### src/rtl/pixel_sink_pkg.sv
// Shared definitions for the pixel result sink: register word indices,
// CTRL bit positions, STATUS bit positions and a STATUS packing helper.
// Imported by pixel_result_sink; no ports.
package pixel_sink_pkg;

  // Register word indices on the CPU register bus
  localparam logic [4:0] REG_DATA      = 5'd0;
  localparam logic [4:0] REG_STATUS    = 5'd1;
  localparam logic [4:0] REG_CTRL      = 5'd2;
  localparam logic [4:0] REG_PIX_POS   = 5'd3;
  localparam logic [4:0] REG_FRAME_CNT = 5'd4;

  // CTRL bits: irq_en is stored, the rest are write-1 pulses that read as 0
  localparam int CTRL_IRQ_EN    = 0;
  localparam int CTRL_CLR_OVF   = 1;
  localparam int CTRL_CLR_FDONE = 2;
  localparam int CTRL_CLR_UDF   = 3;
  localparam int CTRL_FLUSH     = 4;

  // STATUS bit positions
  localparam int STAT_EMPTY     = 0;
  localparam int STAT_FDONE     = 1;
  localparam int STAT_OVF       = 2;
  localparam int STAT_UDF       = 3;
  localparam int STAT_FULL      = 4;
  localparam int STAT_LEVEL_LSB = 8;

  // Sticky event flags, set by hardware and cleared by software
  typedef struct packed {
    logic udf;
    logic ovf;
    logic fdone;
  } sticky_t;

  function automatic logic [31:0] pack_status(input sticky_t    s,
                                              input logic       empty,
                                              input logic       full,
                                              input logic [7:0] level);
    logic [31:0] w;
    w                          = '0;
    w[STAT_EMPTY]              = empty;
    w[STAT_FDONE]              = s.fdone;
    w[STAT_OVF]                = s.ovf;
    w[STAT_UDF]                = s.udf;
    w[STAT_FULL]               = full;
    w[STAT_LEVEL_LSB +: 8]     = level;
    return w;
  endfunction

endpackage

### src/rtl/sync_fifo.sv
// Single-clock FIFO with synchronous flush; head is shown combinationally.
// Ports: clk/rstn; push+wdata write; pop advances the head (rdata);
// flush empties it; full/empty/level report occupancy.
module sync_fifo #(
  parameter int WIDTH = 32,
  parameter int DEPTH = 16
) (
  input  logic                       clk,
  input  logic                       rstn,
  input  logic                       push,
  input  logic [WIDTH-1:0]           wdata,
  input  logic                       pop,
  output logic [WIDTH-1:0]           rdata,
  input  logic                       flush,
  output logic                       full,
  output logic                       empty,
  output logic [$clog2(DEPTH):0]     level
);

  localparam int PTR_W = $clog2(DEPTH);
  localparam int LVL_W = PTR_W + 1;

  logic [WIDTH-1:0] mem [DEPTH];
  logic [PTR_W-1:0] wr_ptr;
  logic [PTR_W-1:0] rd_ptr;
  logic             do_push;
  logic             do_pop;

  assign full  = (level == LVL_W'(DEPTH));
  assign empty = (level == '0);

  // A pop on a full FIFO frees the slot the same-cycle push lands in
  assign do_pop  = pop && !empty && !flush;
  assign do_push = push && !flush && (!full || do_pop);

  assign rdata = mem[rd_ptr];

  // Storage carries no reset: contents are only visible through level
  always_ff @(posedge clk) begin
    if (do_push) mem[wr_ptr] <= wdata;
  end

  // DEPTH is a power of two, so pointers wrap on natural overflow
  always_ff @(posedge clk or negedge rstn) begin
    if (!rstn) begin
      wr_ptr <= '0;
      rd_ptr <= '0;
      level  <= '0;
    end else if (flush) begin
      wr_ptr <= '0;
      rd_ptr <= '0;
      level  <= '0;
    end else begin
      if (do_push) wr_ptr <= wr_ptr + PTR_W'(1);
      if (do_pop)  rd_ptr <= rd_ptr + PTR_W'(1);
      case ({do_push, do_pop})
        2'b10:   level <= level + LVL_W'(1);
        2'b01:   level <= level - LVL_W'(1);
        default: level <= level;
      endcase
    end
  end

endmodule

### src/rtl/pixel_result_sink.sv
// Receiving end of the processor's pixel stream: buffers pixels, tracks
// frame position and exposes data/status/counters on a word-indexed bus.
// Ports: clk/rstn; in_valid/in_pixel stream; reg_* register bus with
// combinational reg_rdata; irq registered interrupt (frame done / overflow).
module pixel_result_sink
  import pixel_sink_pkg::*;
#(
  parameter int PIX_WIDTH  = 32,
  parameter int FIFO_DEPTH = 16,
  parameter int IMG_WIDTH  = 32,
  parameter int IMG_HEIGHT = 32
) (
  input  logic                 clk,
  input  logic                 rstn,
  input  logic                 in_valid,
  input  logic [PIX_WIDTH-1:0] in_pixel,
  input  logic                 reg_write_en,
  input  logic                 reg_read_en,
  input  logic [4:0]           reg_addr,
  input  logic [31:0]          reg_wdata,
  output logic [31:0]          reg_rdata,
  output logic                 irq
);

  localparam int LVL_W     = $clog2(FIFO_DEPTH) + 1;
  localparam int FRAME_PIX = IMG_WIDTH * IMG_HEIGHT;
  localparam int POS_W     = (FRAME_PIX > 1) ? $clog2(FRAME_PIX) : 1;
  localparam logic [POS_W-1:0] LAST_POS = POS_W'(FRAME_PIX - 1);

  logic                 fifo_full;
  logic                 fifo_empty;
  logic [LVL_W-1:0]     fifo_level;
  logic [PIX_WIDTH-1:0] fifo_head;

  logic [POS_W-1:0]     pix_pos;
  logic [15:0]          frame_cnt;
  sticky_t              sticky;
  sticky_t              sticky_nxt;
  logic                 irq_en;
  logic                 irq_en_nxt;

  logic data_rd;
  logic ctrl_wr;
  logic flush;
  logic pop_ok;
  logic push_ok;
  logic ovf_set;
  logic udf_set;
  logic fdone_set;
  logic pix_adv;

  // Only CTRL bits [4:0] carry meaning
  logic unused_wdata;
  assign unused_wdata = ^reg_wdata[31:CTRL_FLUSH+1];

  assign data_rd = reg_read_en && (reg_addr == REG_DATA);
  assign ctrl_wr = reg_write_en && (reg_addr == REG_CTRL);
  assign flush   = ctrl_wr && reg_wdata[CTRL_FLUSH];

  // Flush beats any same-cycle push or pop and suppresses overflow
  assign pop_ok  = data_rd && !fifo_empty && !flush;
  assign push_ok = in_valid && !flush && (!fifo_full || pop_ok);
  assign ovf_set = in_valid && !flush && fifo_full && !pop_ok;
  assign udf_set = data_rd && fifo_empty;

  // Dropped (overflowed) pixels still advance the frame position
  assign pix_adv   = in_valid && !flush;
  assign fdone_set = pix_adv && (pix_pos == LAST_POS);

  sync_fifo #(
    .WIDTH (PIX_WIDTH),
    .DEPTH (FIFO_DEPTH)
  ) u_fifo (
    .clk   (clk),
    .rstn  (rstn),
    .push  (push_ok),
    .wdata (in_pixel),
    .pop   (pop_ok),
    .rdata (fifo_head),
    .flush (flush),
    .full  (fifo_full),
    .empty (fifo_empty),
    .level (fifo_level)
  );

  // A set in the same cycle as a software clear wins: the event is newer
  always_comb begin
    sticky_nxt       = sticky;
    irq_en_nxt       = irq_en;
    if (ctrl_wr) begin
      irq_en_nxt = reg_wdata[CTRL_IRQ_EN];
      if (reg_wdata[CTRL_CLR_OVF])   sticky_nxt.ovf   = 1'b0;
      if (reg_wdata[CTRL_CLR_FDONE]) sticky_nxt.fdone = 1'b0;
      if (reg_wdata[CTRL_CLR_UDF])   sticky_nxt.udf   = 1'b0;
    end
    if (ovf_set)   sticky_nxt.ovf   = 1'b1;
    if (fdone_set) sticky_nxt.fdone = 1'b1;
    if (udf_set)   sticky_nxt.udf   = 1'b1;
  end

  always_ff @(posedge clk or negedge rstn) begin
    if (!rstn) begin
      sticky    <= '0;
      irq_en    <= 1'b0;
      irq       <= 1'b0;
      pix_pos   <= '0;
      frame_cnt <= '0;
    end else begin
      sticky <= sticky_nxt;
      irq_en <= irq_en_nxt;
      // Built from next-state flags so irq follows its cause by one cycle
      irq    <= irq_en_nxt && (sticky_nxt.fdone || sticky_nxt.ovf);
      if (flush) begin
        pix_pos <= '0;
      end else if (fdone_set) begin
        pix_pos   <= '0;
        frame_cnt <= frame_cnt + 16'd1;
      end else if (pix_adv) begin
        pix_pos <= pix_pos + POS_W'(1);
      end
    end
  end

  always_comb begin
    reg_rdata = '0;
    case (reg_addr)
      REG_DATA:      reg_rdata = fifo_empty ? '0 : 32'(fifo_head);
      REG_STATUS:    reg_rdata = pack_status(sticky, fifo_empty, fifo_full,
                                             8'(fifo_level));
      REG_CTRL:      reg_rdata = {31'd0, irq_en};
      REG_PIX_POS:   reg_rdata = 32'(pix_pos);
      REG_FRAME_CNT: reg_rdata = {16'd0, frame_cnt};
      default:       reg_rdata = '0;
    endcase
  end

endmodule

### config.mk
export PLATFORM = sky130hd
export DESIGN_NAME = pixel_result_sink
export DESIGN_NICKNAME = d
export VERILOG_FILES = /design/src/rtl/pixel_sink_pkg.sv /design/src/rtl/sync_fifo.sv /design/src/rtl/pixel_result_sink.sv
export SDC_FILE = /design/constraint.sdc
export NUM_CORES = 1
export LEC_CHECK = 0
export BUFFER_PORTS_ARGS = -buffer_cell sky130_fd_sc_hd__clkbuf_2
export CAP_MARGIN = 15
export CORE_UTILIZATION = 35
export DETAILED_ROUTE_END_ITERATION = 10
export PLACE_DENSITY = 0.52
export SYNTH_ARGS = -nofsm -noshare
export SYNTH_HDL_FRONTEND = slang
export SYNTH_SLANG_ARGS = --single-unit
export TNS_END_PERCENT = 1
### constraint.sdc
create_clock -name clk -period 6.7 [get_ports clk]
set_input_delay 1.675 -clock clk [delete_from_list [all_inputs] [get_ports clk]]
set_output_delay 1.675 -clock clk [all_outputs]
set_load 0.02 [all_outputs]
==> results of run 1 <==
## final timing paths
path	from	to	slack, ps
setup reg to reg	u_fifo.level[0]$_DFFE_PN0P_	u_fifo.level[4]$_DFFE_PN0P_	3360
hold reg to reg	frame_cnt[15]$_DFFE_PN0P_	frame_cnt[15]$_DFFE_PN0P_	480
min in group asynchronous	rstn	frame_cnt[0]$_DFFE_PN0P_	1140
hold / removal	frame_cnt[15]$_DFFE_PN0P_	frame_cnt[15]$_DFFE_PN0P_	480
max in group asynchronous	rstn	u_fifo.rd_ptr[0]$_DFFE_PN0P_	5090
setup / recovery	reg_addr[1]	reg_rdata[5]	1030
## sequential cells by signal (all words and copies together), names as in the netlist
signal         count
u_fifo.wr_ptr      4
irq                1
frame_cnt         16
u_fifo.level       5
u_fifo.rd_ptr      4
pix_pos           10
u_fifo.mem       512
sticky             3
irq_en             1
## worst max-delay path, cell delays in order
cell and delay, ps:
clkbuf_2 230, or4_4 640, or3_1 530, a211oi_1 500, a221o_1 230, clkbuf_2 180
## per-stage QoR
step                hold slack, ps  worst slack [ps]  std cells
floorplan                      442              1750       1094
global placement               457              1070       1998
detailed placement             464              1040       1998
CTS                            478              1030       2105
global route                   505               869       2105
finish                         479              1030       2108
## cells by family (layout without fill, tap and decap cells)
kind of cell / Yosys count / after routing / share of synthesized area, %
AND/OR/NAND/NOR: 169 / 169 / 4.04
flip-flops: 556 / 556 / 74.1
other: 0 / 3 / 0
multiplexers: 179 / 179 / 15.7
AO/OA/AOI/OAI: 90 / 90 / 3.21
adder cells (fa/ha/maj): 9 / 9 / 0.507
XOR/XNOR: 26 / 26 / 1.02
buffers and inverters: 65 / 230 / 1.37
## cells in the final DEF (no fill, tap or decap), types with 17 or more instances in the layout
| cell | Yosys | routed |
|---|---|---|
| mux2i_1 | 32 | 32 |
| clkbuf_16 | 0 | 58 |
| mux4_2 | 134 | 134 |
| buf_4 | 5 | 33 |
| and2_1 | 26 | 18 |
| edfxtp_1 | 512 | 512 |
| o221ai_1 | 17 | 17 |
| clkbuf_2 | 0 | 79 |
| dfrtp_1 | 44 | 40 |
| nand2_1 | 38 | 38 |
| clkinv_1 | 0 | 18 |
| nor2_1 | 37 | 37 |
## metal layers
metal | wire [um] | part of all wire (%) | up-vias | global-route usage (%)
met5 | 23 | 0.044 | - | 0
met4 | 845 | 1.6 | 4 | 4.37
met3 | 2230 | 4.3 | 66 | 2.94
met2 | 25100 | 48 | 238 | 26.5
met1 | 23800 | 46 | 5812 | 22.8
li1 | - | - | 4794 | -
## report_power, final
| group | leakage, nW | switching [W] | internal, W |
|---|---|---|---|
| clock network | 0.938 | 0.00136 | 0.00189 |
| registers | 5.19 | 0.000207 | 0.00415 |
| logic | 2.27 | 0.000991 | 0.000933 |
| total | 8.40 | 0.00255 | 0.00697 |
## layout make-up
type / count / area [um^2] / area share (%)
diodes: 3 / 7.51 / 0.0292
clock buffers: 63 / 1470 / 5.73
clock inverters: 44 / 462 / 1.80
inverters: 9 / 33.8 / 0.132
multi-input cells: 473 / 5470 / 21.3
flip-flops and latches: 556 / 16500 / 64.2
well taps: 846 / 1060 / 4.12
repair buffers: 114 / 683 / 2.66
==> run_results.csv, run 1 <==
group,metric,value,unit
power_and_ir_drop,finalPower,0.00953,W
sta,final.period_utilization,84.6,%
cells_and_area,final_util,40.8,%
floorplan,die_x,254,um
power_and_ir_drop,leakagePower,8.40,nW
cells_and_area,final_cell_area,25700,um^2
cells_and_area,synthToLayoutAreaGrowth,15.5,%
sta,finalSetupViolCount,0,
drt,ratio_of_routed_vias_to_standard_cells,5.18,
worst_setup_path,worstSetupStartpointType,"primary input",
drt,overall_routed_net_length,52000,um
drt,routed_wire_length_per_instance,24.7,um
clock_tree,insertion_delay,640,ps
place,dpl_cell_area,23700,um^2
sta,timing.clock.skew,30.4,ps
global_route,grt_antenna_before_repair,3,
min_path,min-delay-path-class,"flip-flop to flip-flop",
place,routability_driven_placement_congestion_ratio,0.793,
floorplan,fp-row-count,92,
run,maxCapViolations,0,
run_status,outcome,"finished clean",
synthesis,postSynth.topFlopCell,"edfxtp_1",
sta,hold_viol,0,
clock_tree,cts.htree.levels,2,
clock_tree,cts_tree,"yes",
clock_tree,clkSlewWorstSetupHoldPaths,60,ps
cells_and_area,finish.net_count,1295,
clock_tree,clockRootBuffer,"clkbuf_16",
sta,maxSlewHeadroom,30.6,%
synthesis,synth-warning-count,0,
synthesis,async_flop_share,7.91,%
sta,max_slew.worst_pin.slew,1040,ps
clock_tree,post_cts_resize_count,0,
worst_setup_path,crit_arrival,3990,ps
power_and_ir_drop,cellPowerDensity,371,nW/um^2
sta,post-route-min-period,5670,ps
clock_tree,cts_sinks,556,
synthesis,synthMostInstantiatedCell,"edfxtp_1",
cells_and_area,drive_gt1_share,29.9,%
synthesis,synth_edf_count,512,
drt,drtIter0Drc,822,
synthesis,postSynthNetCount,1177,
min_path,worstHoldPathCells,1,
worst_setup_path,worstSetupEndpointType,"primary output",
synthesis,ys_top_cells_by_count,"edfxtp_1, mux4_2, dfrtp_1",
cells_and_area,n_fill_cell,5676,
synthesis,register_bit_count_reported_by_yosys,556,
place,placement.io_buffers,79,
synthesis,yosysTopAreaCell,"edfxtp_1",
clock_tree,post_cts_hold_buffer_count,0,
sta,rsz_0062_raised_after_global_routing,"no",
synthesis,synth-seq-area-share,74.1,%
global_route,wire_length_of_the_first_global_routing_pass,76000,um
drt,postRouteAntennaNets,0,
synthesis,synth_top_cell_area_share,69.2,%
synthesis,syn_avg_cell_area,20.3,um^2
floorplan,floorplan.core_area,62900,um^2
synthesis,synth.cell_area,22200,um^2
clock_tree,clockBufferDepth,3,
drt,drc,0,
global_route,grtUsageTotal,16.4,%
place,final_hpwl_dp,29400,um
worst_setup_path,category_of_the_most_critical_setup_path,"primary input to primary output",
worst_setup_path,required,5030,ps
drt,first_pass_iters,4,
floorplan,start_util,35.4,%
global_route,grt_pass1_vias,11195,
sta,timing_max_transition_violations_final,0,
synthesis,synth_cells,1094,
floorplan,ioPinCount,107,
worst_setup_path,worst-path-max-fanout,14,
floorplan,fp.dieArea,64500,um^2
worst_setup_path,r2r_cells,10,
synthesis,dominant_cells_by_area_after_synthesis,"edfxtp_1, mux4_2, dfrtp_1, mux2i_1, and2_1",
floorplan,die-height,254,um
power_and_ir_drop,peakVddDrop,212,uV
global_route,largest_net_degree_at_the_start_of_global_routing,47,
drt,vias,10914,
clock_tree,cts_buffers,58,
synthesis,synthDistinctLibCells,57,
global_route,gr-total-overflow,0,
sta,totalNegativeSetupSlack,0,ps
sta,maxClockFrequency,176,MHz
clock_tree,post-cts-setup-buffer-count,0,
No activity file was read; power rests on OpenSTA's default activity.
==> run 2, diff against run 1 <==
--- a/config.mk
+++ b/config.mk
@@ -5,11 +5,12 @@
 export SDC_FILE = /design/constraint.sdc
 export NUM_CORES = 1
 export LEC_CHECK = 0
+export ABC_AREA = 1
 export BUFFER_PORTS_ARGS = -buffer_cell sky130_fd_sc_hd__clkbuf_2
 export CAP_MARGIN = 15
 export CORE_UTILIZATION = 35
 export DETAILED_ROUTE_END_ITERATION = 10
-export PLACE_DENSITY = 0.52
+export PLACE_DENSITY = 0.54
 export SYNTH_ARGS = -nofsm -noshare
 export SYNTH_HDL_FRONTEND = slang
 export SYNTH_SLANG_ARGS = --single-unit
==> constraint.sdc (replaced) <==
create_clock -name clk -period 5.1 [get_ports clk]
set_input_delay 1.275 -clock clk [delete_from_list [all_inputs] [get_ports clk]]
set_output_delay 1.275 -clock clk [all_outputs]
set_load 0.02 [all_outputs]
==> run 2 against run 1 <==
Compared with the run above: worst setup slack got worse by 610 ps; non-clock buffer count increased by 9; register-to-register slack got worse by 880 ps; flip-flop and latch count unchanged; global-route usage increased by 1.8 points; final cell count increased by 36%; critical path type is now flip-flop to primary output; critical endpoint is now reg_rdata[13]; largest cell class unchanged; highest routed layer unchanged.
==> run_results.csv, run 2 <==
group,metric,value,unit
cells_and_area,largest_reg_flops,512,
min_path,min-delay-path-class,"flip-flop to flip-flop",
clock_tree,cts_sinks,556,
synthesis,synth_cells,1886,
synthesis,synth-seq-area-share,72.1,%
clock_tree,post_cts_hold_buffer_count,0,
clock_tree,cts_tree,"yes",
worst_setup_path,crit_arrival,3400,ps
sta,maxSlewHeadroom,42.6,%
worst_setup_path,timing.critical_path.slowest_cell_delay,530,ps
global_route,gr-total-overflow,0,
clock_tree,clkSlewWorstSetupHoldPaths,60,ps
synthesis,dominant_cells_by_area_after_synthesis,"edfxtp_1, o21ai_0, dfrtp_1, nor2_1, nand2_1",
min_path,worstHoldStart,"frame_cnt[14]$_DFFE_PN0P_",
floorplan,die-height,257,um
global_route,largest_net_degree_at_the_start_of_global_routing,187,
clock_tree,clockRootBuffer,"clkbuf_16",
drt,overall_routed_net_length,60300,um
worst_setup_path,path_buf_inv,3,
synthesis,postSynth.topFlopCell,"edfxtp_1",
synthesis,yosysTopAreaCell,"edfxtp_1",
min_path,worst_hold_path.endpoint,"frame_cnt[14]$_DFFE_PN0P_",
cells_and_area,non_filler_cells_final,2862,
worst_setup_path,worstSetupEndpointType,"primary output",
sta,final_worst_setup_slack,427,ps
drt,vias,14737,
clock_tree,post_cts_resize_count,0,
floorplan,ioPinCount,107,
global_route,grt_pass1_vias,14485,
clock_tree,clockBufferDepth,3,
sta,totalNegativeSetupSlack,0,ps
cells_and_area,final_common_cell,"edfxtp_1",
sta,hold_ws,513,ps
drt,routed_wire_length_per_instance,21.1,um
synthesis,synth.cell_area,22800,um^2
synthesis,register_bit_count_reported_by_yosys,556,
synthesis,synth-warning-count,0,
place,final_hpwl_dp,32200,um
worst_setup_path,crit_slowest_cell,"buf_12",
drt,first_pass_iters,5,
cells_and_area,most-common-layout-cells,"edfxtp_1, nor2_1, nand2_1, o21ai_0, nand3_1",
clock_tree,cts_buffers,57,
floorplan,fp-row-count,93,
worst_setup_path,r2r_cells,9,
synthesis,synth_edf_count,512,
worst_setup_path,category_of_the_most_critical_setup_path,"flip-flop to primary output",
sta,hold_viol,0,
worst_setup_path,worstSetupStartpointType,"flip-flop",
synthesis,async_flop_share,7.91,%
power_and_ir_drop,leakagePower,9.22,nW
place,placement.io_buffers,79,
synthesis,synthMostInstantiatedCell,"edfxtp_1",
sta,timing_max_transition_violations_final,0,
global_route,grt_antenna_before_repair,2,
place,post-place-ws,850,ps
sta,post-route-min-period,4670,ps
worst_setup_path,worst-path-max-fanout,186,
run,maxCapViolations,0,
cells_and_area,largestRegisters,"u_fifo.mem x512, frame_cnt x16, pix_pos x10",
sta,timing.clock.skew,27.4,ps
power_and_ir_drop,peakVddDrop,271,uV
run_status,outcome,"finished clean",
floorplan,die_x,257,um
clock_tree,insertion_delay,630,ps
synthesis,syn_avg_cell_area,12.1,um^2
sta,finalSetupViolCount,0,
power_and_ir_drop,cellPowerDensity,500,nW/um^2
clock_tree,post-cts-setup-buffer-count,0,
clock_tree,cts.htree.levels,2,
cells_and_area,finish.net_count,2044,
place,placed_cells_incl_taps,2757,
global_route,grtUsageTotal,18.2,%
worst_setup_path,worst_r2r_endpoint,"u_fifo.mem[14][10]$_DFFE_PP_",
place,routability_driven_placement_congestion_ratio,0.857,
floorplan,fp.dieArea,66300,um^2
drt,drc,0,
sta,maxClockFrequency,214,MHz
sta,final.period_utilization,91.6,%
worst_setup_path,critPathTopFamily,"buffers and inverters",
sta,max_slew.worst_pin.slew,862,ps
floorplan,floorplan.core_area,64500,um^2
drt,postRouteAntennaNets,0,
cells_and_area,drive_gt1_share,12.7,%
worst_setup_path,r2r_setup_slack,2480,ps
worst_setup_path,worstPathCellList,"buf_12 -> buf_12 -> o21ai_0 -> o22ai_1 -> nand2_1 -> nand3_1 -> nand3_1 -> nand2_1 -> clkbuf_2",
cells_and_area,max_flop_register,"u_fifo.mem",
worst_setup_path,required,3830,ps
synthesis,synthDistinctLibCells,45,
drt,drtIter0Drc,1262,
synthesis,synth_top_cell_area_share,67.3,%
floorplan,start_util,35.4,%
sta,rsz_0062_raised_after_global_routing,"no",
synthesis,postSynthNetCount,1969,
worst_setup_path,worst_r2r_startpoint,"u_fifo.level[0]$_DFFE_PN0P_",
global_route,wire_length_of_the_first_global_routing_pass,90900,um
cells_and_area,final_util,40.9,%
drt,ratio_of_routed_vias_to_standard_cells,5.15,
cells_and_area,synthToLayoutAreaGrowth,15.4,%
synthesis,ys_top_cells_by_count,"edfxtp_1, nor2_1, nand2_1",
min_path,worstHoldPathCells,2,
-- run 2: layer usage --
layer | track usage (%) | share of wire, %
met5 | 0 | 0.022
met4 | 5.70 | 2.4
met3 | 2.63 | 6.0
met2 | 29.1 | 47
met1 | 25.4 | 45
-- run 2: cells by family (layout without fill, tap and decap cells) --
kind of cell	count (synthesis)	in the layout	synth area share, %
other	0	1	0
AO/OA/AOI/OAI	451	451	10.9
adder cells (fa/ha/maj)	9	9	0.493
XOR/XNOR	17	17	0.652
flip-flops	556	556	72.1
AND/OR/NAND/NOR	659	659	12.2
buffers and inverters	194	314	3.67
-- run 2: worst max-delay path by stage --
| stage | cells after the start | from | slack (ps) | to |
|---|---|---|---|---|
| final | 9 | u_fifo.rd_ptr[0]$_DFFE_PN0P_ | 430 | reg_rdata[13] |
| after global routing | 9 | u_fifo.rd_ptr[0]$_DFFE_PN0P_ | 210 | reg_rdata[7] |
| after CTS | 9 | u_fifo.rd_ptr[0]$_DFFE_PN0P_ | 440 | reg_rdata[7] |
| after detailed placement | 8 | reg_addr[1] | 850 | reg_rdata[15] |
| after global placement | 8 | reg_addr[1] | 870 | reg_rdata[13] |
| after floorplan | 10 | reg_addr[4] | 1260 | u_fifo.mem[11][0]$_DFFE_PP_ |
-- run 2: per-stage QoR --
step | total power (W) | instance area, um^2
2_1_floorplan | 0.00788 | 22800
3_3_place_gp | 0.00907 | 24500
3_5_place_dp | 0.00912 | 24500
4_1_cts | 0.0133 | 26400
5_1_grt | 0.0139 | 26400
6_report | 0.0132 | 26400
-- run 2: power by group --
| part | switching (W) | internal (W) | leakage [nW] | total [W] |
|---|---|---|---|---|
| clock network | 0.00177 | 0.00240 | 0.904 | 0.00417 |
| registers | 0.000194 | 0.00544 | 5.17 | 0.00563 |
| logic | 0.00239 | 0.000978 | 3.15 | 0.00337 |
| total | 0.00435 | 0.00882 | 9.22 | 0.0132 |
-- run 2: worst register-to-register path, stage by stage, from the launching register on --
cell,delay (ps)
dfrtp_1,470
nor2_1,80
nand3_1,120
nor2_1,80
nand2_1,130
nand2_4,90
inv_4,100
nand2_1,240
nor2_4,700
buf_12,280
-- run 2: area by class of cell --
class	instances	area [um^2]
multi-input combinational	1136	5670
tap	855	1070
sequential	556	16500
inverter	87	337
clock buffer	75	1520
antenna	1	2.50
timing repair buffer	123	938
clock inverter	29	350
fill	6032	38100
